`config.mk`:
```
export PLATFORM = sky130hd
export DESIGN_NAME = ap_job_ctrl
export DESIGN_NICKNAME = d
export VERILOG_FILES = /design/src/rtl/ap_job_ctrl.sv
export SDC_FILE = /design/constraint.sdc
export NUM_CORES = 1
export LEC_CHECK = 0
export ABC_AREA = 1
export CAP_MARGIN = 0
export CORE_UTILIZATION = 46
export DETAILED_ROUTE_END_ITERATION = 8
export HOLD_SLACK_MARGIN = 0.08
export PLACE_DENSITY = 0.76
export SYNTH_ARGS = -nofsm -noshare
export SYNTH_HDL_FRONTEND = slang
export SYNTH_SLANG_ARGS = --single-unit
```
`constraint.sdc`:
```
create_clock -name CLK100MHZ -period 1.5 [get_ports CLK100MHZ]
set_input_delay 0.225 -clock CLK100MHZ [delete_from_list [all_inputs] [get_ports CLK100MHZ]]
set_output_delay 0.225 -clock CLK100MHZ [all_outputs]
set_load 0.01 [all_outputs]
```
`src/rtl/ap_job_ctrl.sv`:
```
// Job sequencer for an associative processor: clears the AP columns, streams operand pairs in,
// runs the compute with an irq/timeout watchdog, then streams the result column out.
//
// state    | meaning
// ---------+--------------------------------------------------------
// IDLE     | waiting for start; an illegal cmd pulses error
// CLR0     | clear internal column 0
// CLR1     | clear internal column 1
// LD_A     | op_ready offered; the handshake queues the column-0 write
// LD_B     | column-0 write visible; queue the column-1 write
// COMP     | compute enabled; wait for an irq rising edge or timeout
// RD_ISSUE | read strobe to column C at the current index
// RD_WAIT  | AP read data is valid; capture it into res_data
// RD_HOLD  | result offered until res_ready
// FIN      | done pulse
module ap_job_ctrl #(
    parameter int WORD_SIZE  = 8,
    parameter int CELL_QUANT = 512,
    parameter int ADDR_W     = 10,
    parameter int TIMEOUT    = 4096
) (
    input  logic                 CLK100MHZ,
    input  logic                 rst,
    input  logic                 start,
    input  logic [2:0]           cmd_in,
    output logic                 busy,
    output logic                 done,
    output logic                 error,
    input  logic                 op_valid,
    output logic                 op_ready,
    input  logic [WORD_SIZE-1:0] op_a,
    input  logic [WORD_SIZE-1:0] op_b,
    output logic                 res_valid,
    input  logic                 res_ready,
    output logic [WORD_SIZE-1:0] res_data,
    output logic [ADDR_W-1:0]    res_idx,
    output logic [ADDR_W-1:0]    ap_addr,
    output logic [WORD_SIZE-1:0] ap_data,
    output logic                 ap_rst,
    output logic                 ap_mode,
    output logic [2:0]           ap_cmd,
    output logic [1:0]           ap_sel_col,
    output logic                 ap_sel_internal_col,
    output logic                 ap_write_en,
    output logic                 ap_read_en,
    input  logic [WORD_SIZE-1:0] ap_data_out,
    input  logic                 ap_state_irq
);

    typedef enum logic [3:0] {
        IDLE, CLR0, CLR1, LD_A, LD_B, COMP, RD_ISSUE, RD_WAIT, RD_HOLD, FIN
    } state_t;

    localparam int CNT_W = $clog2(TIMEOUT + 1);
    localparam logic [ADDR_W-1:0] LAST_IDX = ADDR_W'(CELL_QUANT - 1);
    localparam logic [CNT_W-1:0]  CNT_LAST = CNT_W'(TIMEOUT - 1);

    state_t               state;
    logic [ADDR_W-1:0]    idx;
    logic [CNT_W-1:0]     cyc_cnt;
    logic                 irq_q;
    logic [WORD_SIZE-1:0] op_b_q;
    logic                 irq_rise;

    assign irq_rise = ap_state_irq & ~irq_q;

    always_ff @(posedge CLK100MHZ) begin
        if (rst) begin
            state               <= IDLE;
            idx                 <= '0;
            cyc_cnt             <= '0;
            irq_q               <= 1'b0;
            op_b_q              <= '0;
            busy                <= 1'b0;
            done                <= 1'b0;
            error               <= 1'b0;
            op_ready            <= 1'b0;
            res_valid           <= 1'b0;
            res_data            <= '0;
            res_idx             <= '0;
            ap_addr             <= '0;
            ap_data             <= '0;
            ap_rst              <= 1'b0;
            ap_mode             <= 1'b0;
            ap_cmd              <= '0;
            ap_sel_col          <= '0;
            ap_sel_internal_col <= 1'b0;
            ap_write_en         <= 1'b0;
            ap_read_en          <= 1'b0;
        end else begin
            irq_q <= ap_state_irq;
            done  <= 1'b0;
            error <= 1'b0;
            case (state)
                IDLE: begin
                    if (start) begin
                        if (cmd_in <= 3'd3) begin
                            ap_cmd              <= cmd_in;
                            idx                 <= '0;
                            busy                <= 1'b1;
                            ap_rst              <= 1'b1;
                            ap_sel_internal_col <= 1'b0;
                            state               <= CLR0;
                        end else begin
                            error <= 1'b1;
                        end
                    end
                end
                CLR0: begin
                    ap_sel_internal_col <= 1'b1;
                    state               <= CLR1;
                end
                CLR1: begin
                    ap_rst              <= 1'b0;
                    ap_sel_internal_col <= 1'b0;
                    op_ready            <= 1'b1;
                    state               <= LD_A;
                end
                LD_A: begin
                    if (op_valid && op_ready) begin
                        op_b_q      <= op_b;
                        ap_data     <= op_a;
                        ap_addr     <= idx;
                        ap_sel_col  <= 2'd0;
                        ap_write_en <= 1'b1;
                        op_ready    <= 1'b0;
                        state       <= LD_B;
                    end else begin
                        // ready toggles while idle-waiting so it is never high two cycles running
                        ap_write_en <= 1'b0;
                        op_ready    <= ~op_ready;
                    end
                end
                LD_B: begin
                    ap_data     <= op_b_q;
                    ap_addr     <= idx;
                    ap_sel_col  <= 2'd1;
                    ap_write_en <= 1'b1;
                    if (idx == LAST_IDX) begin
                        cyc_cnt <= '0;
                        state   <= COMP;
                    end else begin
                        idx      <= idx + 1'b1;
                        op_ready <= 1'b1;
                        state    <= LD_A;
                    end
                end
                COMP: begin
                    // the last column-1 write drains in the first COMP cycle; ap_mode follows it
                    ap_write_en <= 1'b0;
                    if (irq_rise) begin
                        ap_mode    <= 1'b0;
                        idx        <= '0;
                        ap_addr    <= '0;
                        ap_sel_col <= 2'd2;
                        ap_read_en <= 1'b1;
                        state      <= RD_ISSUE;
                    end else if (cyc_cnt == CNT_LAST) begin
                        ap_mode <= 1'b0;
                        error   <= 1'b1;
                        busy    <= 1'b0;
                        state   <= IDLE;
                    end else begin
                        ap_mode <= 1'b1;
                        cyc_cnt <= cyc_cnt + 1'b1;
                    end
                end
                RD_ISSUE: begin
                    ap_read_en <= 1'b0;
                    state      <= RD_WAIT;
                end
                RD_WAIT: begin
                    res_data  <= ap_data_out;
                    res_idx   <= idx;
                    res_valid <= 1'b1;
                    state     <= RD_HOLD;
                end
                RD_HOLD: begin
                    if (res_ready) begin
                        res_valid <= 1'b0;
                        if (idx == LAST_IDX) begin
                            done  <= 1'b1;
                            state <= FIN;
                        end else begin
                            idx        <= idx + 1'b1;
                            ap_addr    <= idx + 1'b1;
                            ap_read_en <= 1'b1;
                            state      <= RD_ISSUE;
                        end
                    end
                end
                FIN: begin
                    busy  <= 1'b0;
                    state <= IDLE;
                end
                default: state <= IDLE;
            endcase
        end
    end

endmodule

```
Word level (Yosys, flattened, before mapping). Cells that the tools add are included. W data, S select, Z words.

Logic and storage cells: 135. Output and inout bits: 51. Bits of input ports: 33. Register bits after elaboration: 87.

Bitwise logic cells: 5. Multiplexer cells: 55. $lt $le $gt $ge: 1. $add $sub $neg: 2. Reductions and logical operators: 28. Equality and inequality tests: 23.

Operators with widths (number): $mux W10 (8); $pmux W10 S4 (2); $mux W13 (3); $pmux W4 S9 (1); $mux W4 (7); $pmux W13 S2 (1); $ne A2 B2 Y1 const B (11); $reduce_and A5 Y1 (4); $mux W1 (19); $eq A4 B3 Y1 const B (4); $pmux W8 S2 (1); $pmux W1 S3 (5); $reduce_bool A3 Y1 (5); $add A13 B1 Y13 const B (1); $eq A13 B12 Y1 const B (1); $reduce_and A3 Y1 (4); $add A10 B1 Y10 const B (1); $eq A10 B9 Y1 const B (1); $eq A4 B2 Y1 const B (2); $eq A4 B4 Y1 const B (2); $mux W8 (1); $reduce_and A2 Y1 (4); $reduce_and A4 Y1 (2); $reduce_bool A2 Y1 (4); 13 further kinds (20).

Depth between registers and ports, before layout.
Word-level depth: 4. Mapped depth: 12. Gate-level depth less buffers: 12.

Worst setup path after synthesis. Ideal clock, no wire load.

Path kind: register to register. Start point: register idx[0]. End point: register ap_addr[0]. Stages on the path, launching flop included: 11. Path slack: -126 ps. Data arrival time: 1510 ps. Cell sequence: dfxtp_1 > ha_1 > nand2_1 > nor2_4 > nand3_4 > nor2_2 > nor2_1 > nand2_2 > clkinv_1 > nor2_1 > nor2_1.

Cells in the longest elaborated chain, start to end: 4.

Ends and longest elaborated chain: from (decl) (RTL line 59) `logic [ADDR_W-1:0] idx;`; from (signal assigned) (RTL line 143) `idx <= idx + 1'b1;`; from (signal assigned) (RTL line 185) `idx <= idx + 1'b1;`; $add A10 B1 Y10 (RTL line 186) `ap_addr <= idx + 1'b1;`; $mux W10 (RTL line 181) `if (idx == LAST_IDX) begin`; $mux W10 (RTL line 179) `if (res_ready) begin`; $pmux W10 S4 (RTL line 94) `case (state)`; to (signal assigned) (RTL line 123) `ap_addr <= idx;`; to (signal assigned) (RTL line 136) `ap_addr <= idx;`; to (signal assigned) (RTL line 186); to (decl) (RTL line 37) `output logic [ADDR_W-1:0] ap_addr,`.

Several ways; a longest one is shown, not always the timed one. The select of a mux whose other input is x is not followed. A chain may end at the register's enable or synchronous reset.

Worst setup path after layout.
Start point: register cyc_cnt[5]. End point: register cyc_cnt[1].

Cells in the longest elaborated chain, start to end: 3.

Ends and longest elaborated chain: from (decl) (RTL line 60) `logic [CNT_W-1:0] cyc_cnt;`; from (signal assigned) (RTL line 165) `cyc_cnt <= cyc_cnt + 1'b1;`; $eq A13 B12 Y1 (RTL line 158) `end else if (cyc_cnt == CNT_LAST) begin`; $ne A2 B2 Y1 (no line); $reduce_and A4 Y1 (no line).

No other way between the ends.

==> flow_summary.yaml <==
power_and_ir_drop:
  p_sw_uw: 1170
  clkPwrFrac: 0.352
  leakage_uw: 0.00312
  pwr-share-seq: 0.528
  swShare: 0.261
  max-vdd-ir-drop_v: 0.000515
  combPwrFrac: 0.120
  intPower_uw: 3300
  p_per_area_nw_per_um2: 687
timing:
  rsz0062_at_grt: "true"
  slew_headroom: 0.775
  fin_tns_setup_ns: -1.63
  setup_slack_ns: -0.0836
  max_freq_ghz: 0.631
  tightestPinTransition_ns: 0.338
  finClkSkew_ns: 0.0115
  final-hold-violation-count: 0
  fin_crit_sh: 1.06
  period_minus_slack_ns: 1.58
  hold_ws_ns: 0.440
  setup_violations: 35
  maxSlewViolCount: 0
worst_setup_path:
  worst-setup-path-type: "register to register"
  r2r-end: "cyc_cnt[1]"
  cp.arrival_ns: 1.89
  r2r-start: "cyc_cnt[5]"
  start_kind: "register"
  ff2ff_path_depth: 11
  worstPathMaxFanout: 7
  required_ns: 1.81
  r2r_slack_ns: -0.08
  path_delay_family: "simple AND/OR/NAND/NOR gates"
  max_stage_delay_ns: 0.35
  critPathCaptureType: "register"
  cp_slowest_cell: "dfxtp_1"
  path_cells: "nand2_1 -> nor2_1 -> nand2_2 -> inv_2 -> nand2_2 -> nand2_4 -> nand2_8 -> buf_8 -> nand3b_1 -> nand2_1 -> nor2_1"
  path_buf_inv: 2
final_layout:
  drive_above_1_share: 0.277
  syn_to_final_growth_pct: 57.6
  nFillCells: 590
  diodes: 0
  final_nets: 813
floorplan:
  start_util: 0.473
  die_area_um2: 9350
  die_w_um: 96.7
  fp.dieH_um: 96.7
  core.rowCount: 34
  core_um2: 8720
  ioPinCount: 84
grt:
  grtUsageMet3: 0.0499
  grt.busiest_layer: "met2"
  grt_max_degree: 43
  antenna_found_initial: 0
  met2_usage: 0.425
  grt.total_usage: 0.246
  use_met1: 0.306
  grt.overflow.total: 0
  first_global_vias: 4225
  grt_pass1_wl_um: 18900
cts:
  root_buffer: "clkbuf_8"
  clk_latency_ns: 0.37
  cts_buffers: 9
  clkTransAtPathRegs_ns: 0.09
  h-tree-depth: 3
  cts_tree: "yes"
  numClockSinks: 87
  clk_path_buf_depth: 2
placement:
  gp_congestion: 0.864
  dpl.hpwl_um: 8160
  portBuffers: 83
yosys:
  synth_cell_types: 32
  postSynthCellCount: 611
  ys_ff_latch: 87
  yosysSeqAreaShare: 0.422
  synth_warnings: 0
  syn_nets: 646
  avgSynthCellArea_um2: 6.75
  yosysTopAreaCell: "dfxtp_1"
  synth.most_common_cell: "nand2_1"
  synth_edf_count: 0
  yosysTopAreaCellShare: 0.422
  ys_top_cells_by_count: "134 x nand2_1, 103 x nor2_1, 87 x dfxtp_1, 62 x a21oi_1, 54 x inv_1"
  synthTopCellsByArea: "dfxtp_1 42%, nand2_1 12%, nor2_1 9.4%"
  synthesis.area_um2: 4130
  synth-async-reset-ratio: 0
  synth_ff_type: "dfxtp_1"
drt:
  wl_per_cell_um: 14.7
  via_per_inst: 5.35
  num_vias: 4770
  ant_nets: 0
  routed_wl_um: 13100
  drtIter0Drc: 366
  firstDrtPassIters: 6
  drc: 0
run_status:
  status: "finished with violations"
  violations: "negative setup slack"
worst_hold_path:
  hold_path_end: "ap_cmd[2]"
  min_path_type: "register to register"
  hold_path_startpoint: "ap_cmd[2]"
  whs_path_depth: 2
flow_run:
  max-cap-violations: 0
[state kept, by name, summed over array words and instances, names as in the netlist]
name,cells
irq_q,1
op_b_q,8
ap_data,8
res_valid,1
state,4
ap_cmd,3
ap_addr,10
busy,1
ap_write_en,1
ap_sel_col,2
error,1
ap_mode,1
res_idx,10
ap_sel_internal_col,1
idx,10
ap_rst,1
op_ready,1
cyc_cnt,13
ap_read_en,1
done,1
res_data,8
[area by class of cell]
| class | count | area (um2) | area share |
|---|---|---|---|
| sequential | 87 | 1760 | 0.271 |
| clock buffer | 12 | 155 | 0.0239 |
| timing repair buffer | 179 | 1730 | 0.266 |
| tap | 108 | 135 | 0.0208 |
| inverter | 60 | 239 | 0.0367 |
| multi-input combinational | 441 | 2450 | 0.377 |
| clock inverter | 4 | 30.0 | 0.00462 |
[kinds of logic (layout without fill, tap and decap cells)]
group	Yosys count	count (layout)	share of synthesized area
XOR/XNOR	4	4	0.00849
AO/OA/AOI/OAI	123	123	0.158
AND/OR/NAND/NOR	310	312	0.319
flip-flops	87	87	0.422
adder cells (fa/ha/maj)	2	2	0.00606
buffers and inverters	85	255	0.0858
[how the worst max path moves through the flow]
stage                             from           to  slack (ns)  cells after the start
final                       cyc_cnt[5]   cyc_cnt[1]       -0.08                     11
after global routing        cyc_cnt[5]   cyc_cnt[1]       -0.20                     11
after CTS                     state[1]       idx[0]       -0.02                      7
after detailed placement  ap_state_irq   ap_addr[2]       -0.37                     10
after global placement    ap_state_irq   ap_addr[3]       -0.32                     10
after floorplan             cyc_cnt[1]  cyc_cnt[12]       0.007                     12
[power by group through the flow]
| stage | clock network, uW | logic (uW) | registers [uW] |
|---|---|---|---|
| floorplan | 0 | 187 | 2420 |
| global placement | 0 | 431 | 2410 |
| detailed placement | 0 | 438 | 2410 |
| CTS | 1570 | 484 | 2360 |
| global route | 1690 | 573 | 2360 |
| finish | 1570 | 538 | 2360 |
[what timing repair did]
item                       4_1_cts  5_1_grt
buffers inserted                 3        7
setup endpoints to repair       55       78
gates resized for setup         50      119
hold buffers                     0        0
pin swaps                       20       29
gates cloned                     3        2
[layout by cell type (no fill, tap or decap), types with 11 or more instances in the layout]
master,synthesis,layout
nand2_1,134,108
buf_4,3,82
nor2_1,103,80
dfxtp_1,87,78
a21oi_1,62,56
inv_1,54,49
clkdlybuf4s50_1,0,45
nand3_1,42,37
o21ai_0,41,36
dlymetal6s2s_1,0,34
nand2_2,7,18
nor2_2,6,16
nor2_4,2,15
nand2_4,0,14
clkbuf_8,0,11
[layer usage]
metal  part of all wire  vias to the layer above
met5                  0                        -
li1                   -                     2326
met1               0.41                     2224
met3              0.064                       32
met2               0.50                      188
met4              0.028                        0
[worst min-delay path: cells and delay by family, from the launching register on]
kind | cells | cell delay [ns]
simple gates | 2 | 0.10
flops | 1 | 0.32
[stage by stage]
stage,instance area (um2),power [uW],util,std cells,worst slack (ns)
2_1_floorplan,4180,2610,-,611,0.00663
3_3_place_gp,5670,2840,0.650,861,-0.319
3_5_place_dp,5670,2850,0.650,861,-0.366
4_1_cts,6010,4420,0.689,882,-0.0215
5_1_grt,6500,4630,0.746,891,-0.198
6_report,6500,4470,0.746,891,-0.0836
Note: power is estimated with default switching activity, not from simulation.
==> RTL edit 1, RTL diff (config.mk and constraints unchanged) <==
The parameter `TIMEOUT` goes from 4096 to 8192.
--- a/src/rtl/ap_job_ctrl.sv
+++ b/src/rtl/ap_job_ctrl.sv
@@ -17,7 +17,7 @@
     parameter int WORD_SIZE  = 8,
     parameter int CELL_QUANT = 512,
     parameter int ADDR_W     = 10,
-    parameter int TIMEOUT    = 4096
+    parameter int TIMEOUT    = 8192
 ) (
     input  logic                 CLK100MHZ,
     input  logic                 rst,
Function: no difference found for any inputs over 10 cycles, from zero or initial values and one cycle with rst high; that may be too few to reach the edited logic, so the function may still have changed.
==> RTL edit 1 against the unedited design <==
- the run still ends with setup timing left
- synthesized area rose by 3.8%
- total power rose by 5.8%
- core utilization rose by 0.93 points
- design area rose by 2.7%
- setup slack got worse by 0.034 ns
- sequential cell count rose by 1
- routed wire length rose by 5.8%
- critical endpoint is now idx[8]
- largest power group unchanged
==> RTL edit 1: results (changes against the unedited design) <==
metric	value	unit	change
status	complete, but fails checks		
failing checks	setup timing		
met1 WL	5930	um	+11%
dpl cells	889		+3.3%
post-CTS resize count	45		-10%
metal2 WL	6950	um	+5.5%
Leakage Power	3.23	nW	+3.5%
Layout Nets	843		+3.7%
met3 wire length	704	um	-16%
Seq/Total Area, Yosys	41.1	%	-1.1 points
sequential power share	50.5	%	-2.3 points
vias in the first global route	4607		+9.0%
final worst setup slack	-0.117	ns	-0.0337 ns
routed vias	4914		+3.0%
Pwr Density	708	nW/um^2	+3.0%
Adder-Cell Fraction of Synth Area	0.584	%	-0.022 points
grt met1 use	33.9	%	+3.4 points
Clock Power	1.75	mW	+11%
peak supply drop	0.567	mV	+10%
slowest stage cell, crit path	dfxtp_4		
r2r startpoint	idx[1]		
Initial DRC Count	261		-29%
Hold EP	irq_q		
Synth Instances	636		+4.1%
number of fill cells	652		+11%
Compound-Gate Fraction of Synth Area	15.5	%	-0.29 points
synth unique cells	34		+6.3%
Hold WC Path Type	input pin to register		
fraction of layout cells with a size suffix above 1	27.7	%	-0.039 points
cell count of the worst reg-to-reg path	8		-3
Min Hold Slack	0.412	ns	-0.0282 ns
Net Switching	1.29	mW	+11%
top cells by count, synth	nand2_1, nor2_1, dfxtp_1, a21oi_1, inv_1		
Hold Startpoint	ap_state_irq		
Placement Setup Slack	-0.316	ns	+0.0494 ns
postcts setup bufs	7		+4
crit path to	idx[8]		
grt met2 use	47.3	%	+4.9 points
sum of net half-perimeters after detailed placement	9230	um	+13%
max reg flops	14		+1
average wire per standard cell	15.1	um	+2.4%
Worst Skew	0.0110	ns	-0.000456 ns
final estimated routing congestion in global placement	0.944		+9.3%
Post-Route WL	13900	um	+5.8%
most area-consuming cells after synthesis	dfxtp_1, nand2_1, nor2_1		
Synth Net Count	671		+3.9%
M3 GR Usage	4.26	%	-0.73 points
total global-route track usage	27.2	%	+2.6 points
setup violators final	32		-8.6%
CP max FO	6		-1
largest net degree at the start of global routing	34		-21%
==> RTL edit 1: changes by cell type after synthesis, sizes merged, moves of 2 or more <==
cell,delta
a21oi,+2
clkbuf,-2
inv,+2
nand2,+14
nand3,+5
nand3b,-2
nand4,+2
nor2,+3
==> RTL edit 1: kinds of logic (layout without fill, tap and decap cells) <==
logic type / after synthesis / count (layout)
compound gates: 125 / 125
fa+ha+maj: 2 / 2
xor+xnor: 4 / 4
flops: 88 / 88
simple gates: 332 / 334
buf+inv: 85 / 260
==> RTL edit 1: final cells by class <==
cell class	instances	area, um^2	share of cell area (%)
clock buffer	9	124	1.85
clock inverter	7	80.1	1.20
inverter	61	236	3.54
multi-input combinational	465	2560	38.4
sequential	88	1780	26.6
tap	108	135	2.02
timing repair buffer	183	1760	26.4
==> RTL edit 1: stage by stage <==
stage                     area [um^2]  setup TNS (ns)
final                            6680           -2.46
after global routing             6680           -4.84
after CTS                        6260          -0.993
after detailed placement         5850           -9.45
after global placement           5850           -7.71
after floorplan                  4310               0
==> RTL edit 2, RTL diff (same flow settings) <==
Without the edit above. Register the input `ap_state_irq` before use, cleared by the reset. The logic sees it one clock later. The other inputs are not delayed to match.
--- a/src/rtl/ap_job_ctrl.sv
+++ b/src/rtl/ap_job_ctrl.sv
@@ -55,6 +55,16 @@
     localparam logic [ADDR_W-1:0] LAST_IDX = ADDR_W'(CELL_QUANT - 1);
     localparam logic [CNT_W-1:0]  CNT_LAST = CNT_W'(TIMEOUT - 1);
 
+    logic ap_state_irq_q;
+
+    always_ff @(posedge CLK100MHZ) begin
+        if (rst) begin
+            ap_state_irq_q <= '0;
+        end else begin
+            ap_state_irq_q <= ap_state_irq;
+        end
+    end
+
     state_t               state;
     logic [ADDR_W-1:0]    idx;
     logic [CNT_W-1:0]     cyc_cnt;
@@ -62,7 +72,7 @@
     logic [WORD_SIZE-1:0] op_b_q;
     logic                 irq_rise;
 
-    assign irq_rise = ap_state_irq & ~irq_q;
+    assign irq_rise = ap_state_irq_q & ~irq_q;
 
     always_ff @(posedge CLK100MHZ) begin
         if (rst) begin
@@ -88,7 +98,7 @@
             ap_write_en         <= 1'b0;
             ap_read_en          <= 1'b0;
         end else begin
-            irq_q <= ap_state_irq;
+            irq_q <= ap_state_irq_q;
             done  <= 1'b0;
             error <= 1'b0;
             case (state)
Check against the original RTL: same outputs for any inputs over 10 cycles, from zero or initial values and one cycle with rst high; that may be too few to reach the edited logic, so the function may still have changed.
==> RTL edit 2 against the unedited design <==
- the flow finishes with violations (DRC, setup timing)
- first-iteration DRC count fell by 46%
- sequential cell count is 1 higher
- via count fell by 2.4%
- clock skew grew 0.0050 ns
- synthesized area rose by 2.3%
- routed wire length grew 0.52%
- total power up 12%
- non-clock buffer count did not move
- design area increased by 1.2%
- critical path depth shrank 4
- worst hold slack worse by 0.051 ns
- critical path type unchanged
- setup slack got worse by 0.015 ns
==> RTL edit 2: results (changes against the unedited design) <==
metric	value	unit	change
status	complete, but fails checks		
failing checks	DRC, setup timing		
number of fill cells	655		+11%
Critical Path AT	1.85	ns	-0.04 ns
final worst setup slack	-0.0986	ns	-0.0150 ns
DR top layer	met4		
Critical Path Source	idx[3]		
fraction of layout cells with a size suffix above 1	28.6	%	+0.84 points
postcts setup bufs	11		+8
post-CTS resize count	59		+18%
met3 wire length	554	um	-34%
average wire per standard cell	14.7	um	about the same
setup violators final	33		-5.7%
Fin Setup TNS	-1.45	ns	+0.183 ns
Synth Net Count	650		+0.62%
Initial DRC Count	196		-46%
Reg-to-Reg End	idx[7]		
sum of net half-perimeters after detailed placement	8820	um	+8.0%
Min Hold Slack	0.389	ns	-0.0508 ns
Residual DRC	6		+6
Seq/Total Area, Yosys	41.7	%	-0.48 points
Worst Skew	0.0164	ns	+0.00496 ns
cell depth of the worst hold path	3		+1
Hold WC Path Type	input pin to register		
most area-consuming cells after synthesis	dfxtp_1, nand2_1, nor2_1		
DRT Pass-1 Iters	8		+2
Placement Setup Slack	-0.238	ns	+0.127 ns
Worst Max-Slew Pin Slew	0.396	ns	+0.0583 ns
metal2 WL	6860	um	+4.0%
routed vias	4656		-2.4%
Synth Instances	615		+0.65%
Hold Startpoint	ap_state_irq		
Clock Power	2.03	mW	+29%
Layout Nets	819		+0.74%
first-pass GRT wire length	21200	um	+12%
total global-route track usage	27.3	%	+2.7 points
top cells by count, synth	nand2_1, nor2_1, dfxtp_1, a21oi_1, inv_1		
Net Switching	1.23	mW	+5.4%
dpl cells	867		+0.70%
met1 WL	5380	um	+0.79%
Leakage Power	3.08	nW	-1.3%
worst skew pair latency	0.37	ns	about the same
Combinational Power	573	uW	+6.5%
M3 GR Usage	3.79	%	-1.2 points
largest net degree at the start of global routing	28		-35%
cell count of the worst reg-to-reg path	7		-4
grt met2 use	49.0	%	+6.6 points
setup slack, reg-to-reg	-0.1	ns	-0.02 ns
Post-Place Cell Area	5780	um^2	+2.0%
Yosys top cell area share	41.7	%	-0.48 points
-- RTL edit 2: changes by cell type in the layout (fill, tap and decap cells not counted), moves of 8 or more --
cell and change:
a21oi_1 -17, nand3_2 +13, a21oi_2 +13, nor2_1 +8, nand2_1 +14
-- RTL edit 2: critical path, cell delays in order, from the launching register on --
cell and delay [ns]:
dfxtp_1 0.37, nand2_1 0.17, nor2_4 0.18, nand3_4 0.14
or2_4 0.34, buf_12 0.16, nand3_2 0.07, a21oi_2 0.05
-- RTL edit 2: logic make-up after synthesis --
logic type	count (synthesis)	share of synthesized area (%)
adder cells (fa/ha/maj)	2	0.593
buffers and inverters	83	8.36
AO/OA/AOI/OAI	122	15.6
XOR/XNOR	3	0.623
AND/OR/NAND/NOR	317	33.1
flip-flops	88	41.7
-- RTL edit 2: cell type report --
cell class	count	area, um^2	area share, %
multi-input cells	446	2490	37.9
flip-flops and latches	88	1780	27.1
repair buffers	179	1690	25.7
inverters	60	243	3.69
well taps	108	135	2.05
clock buffers	9	124	1.88
clock inverters	6	115	1.75
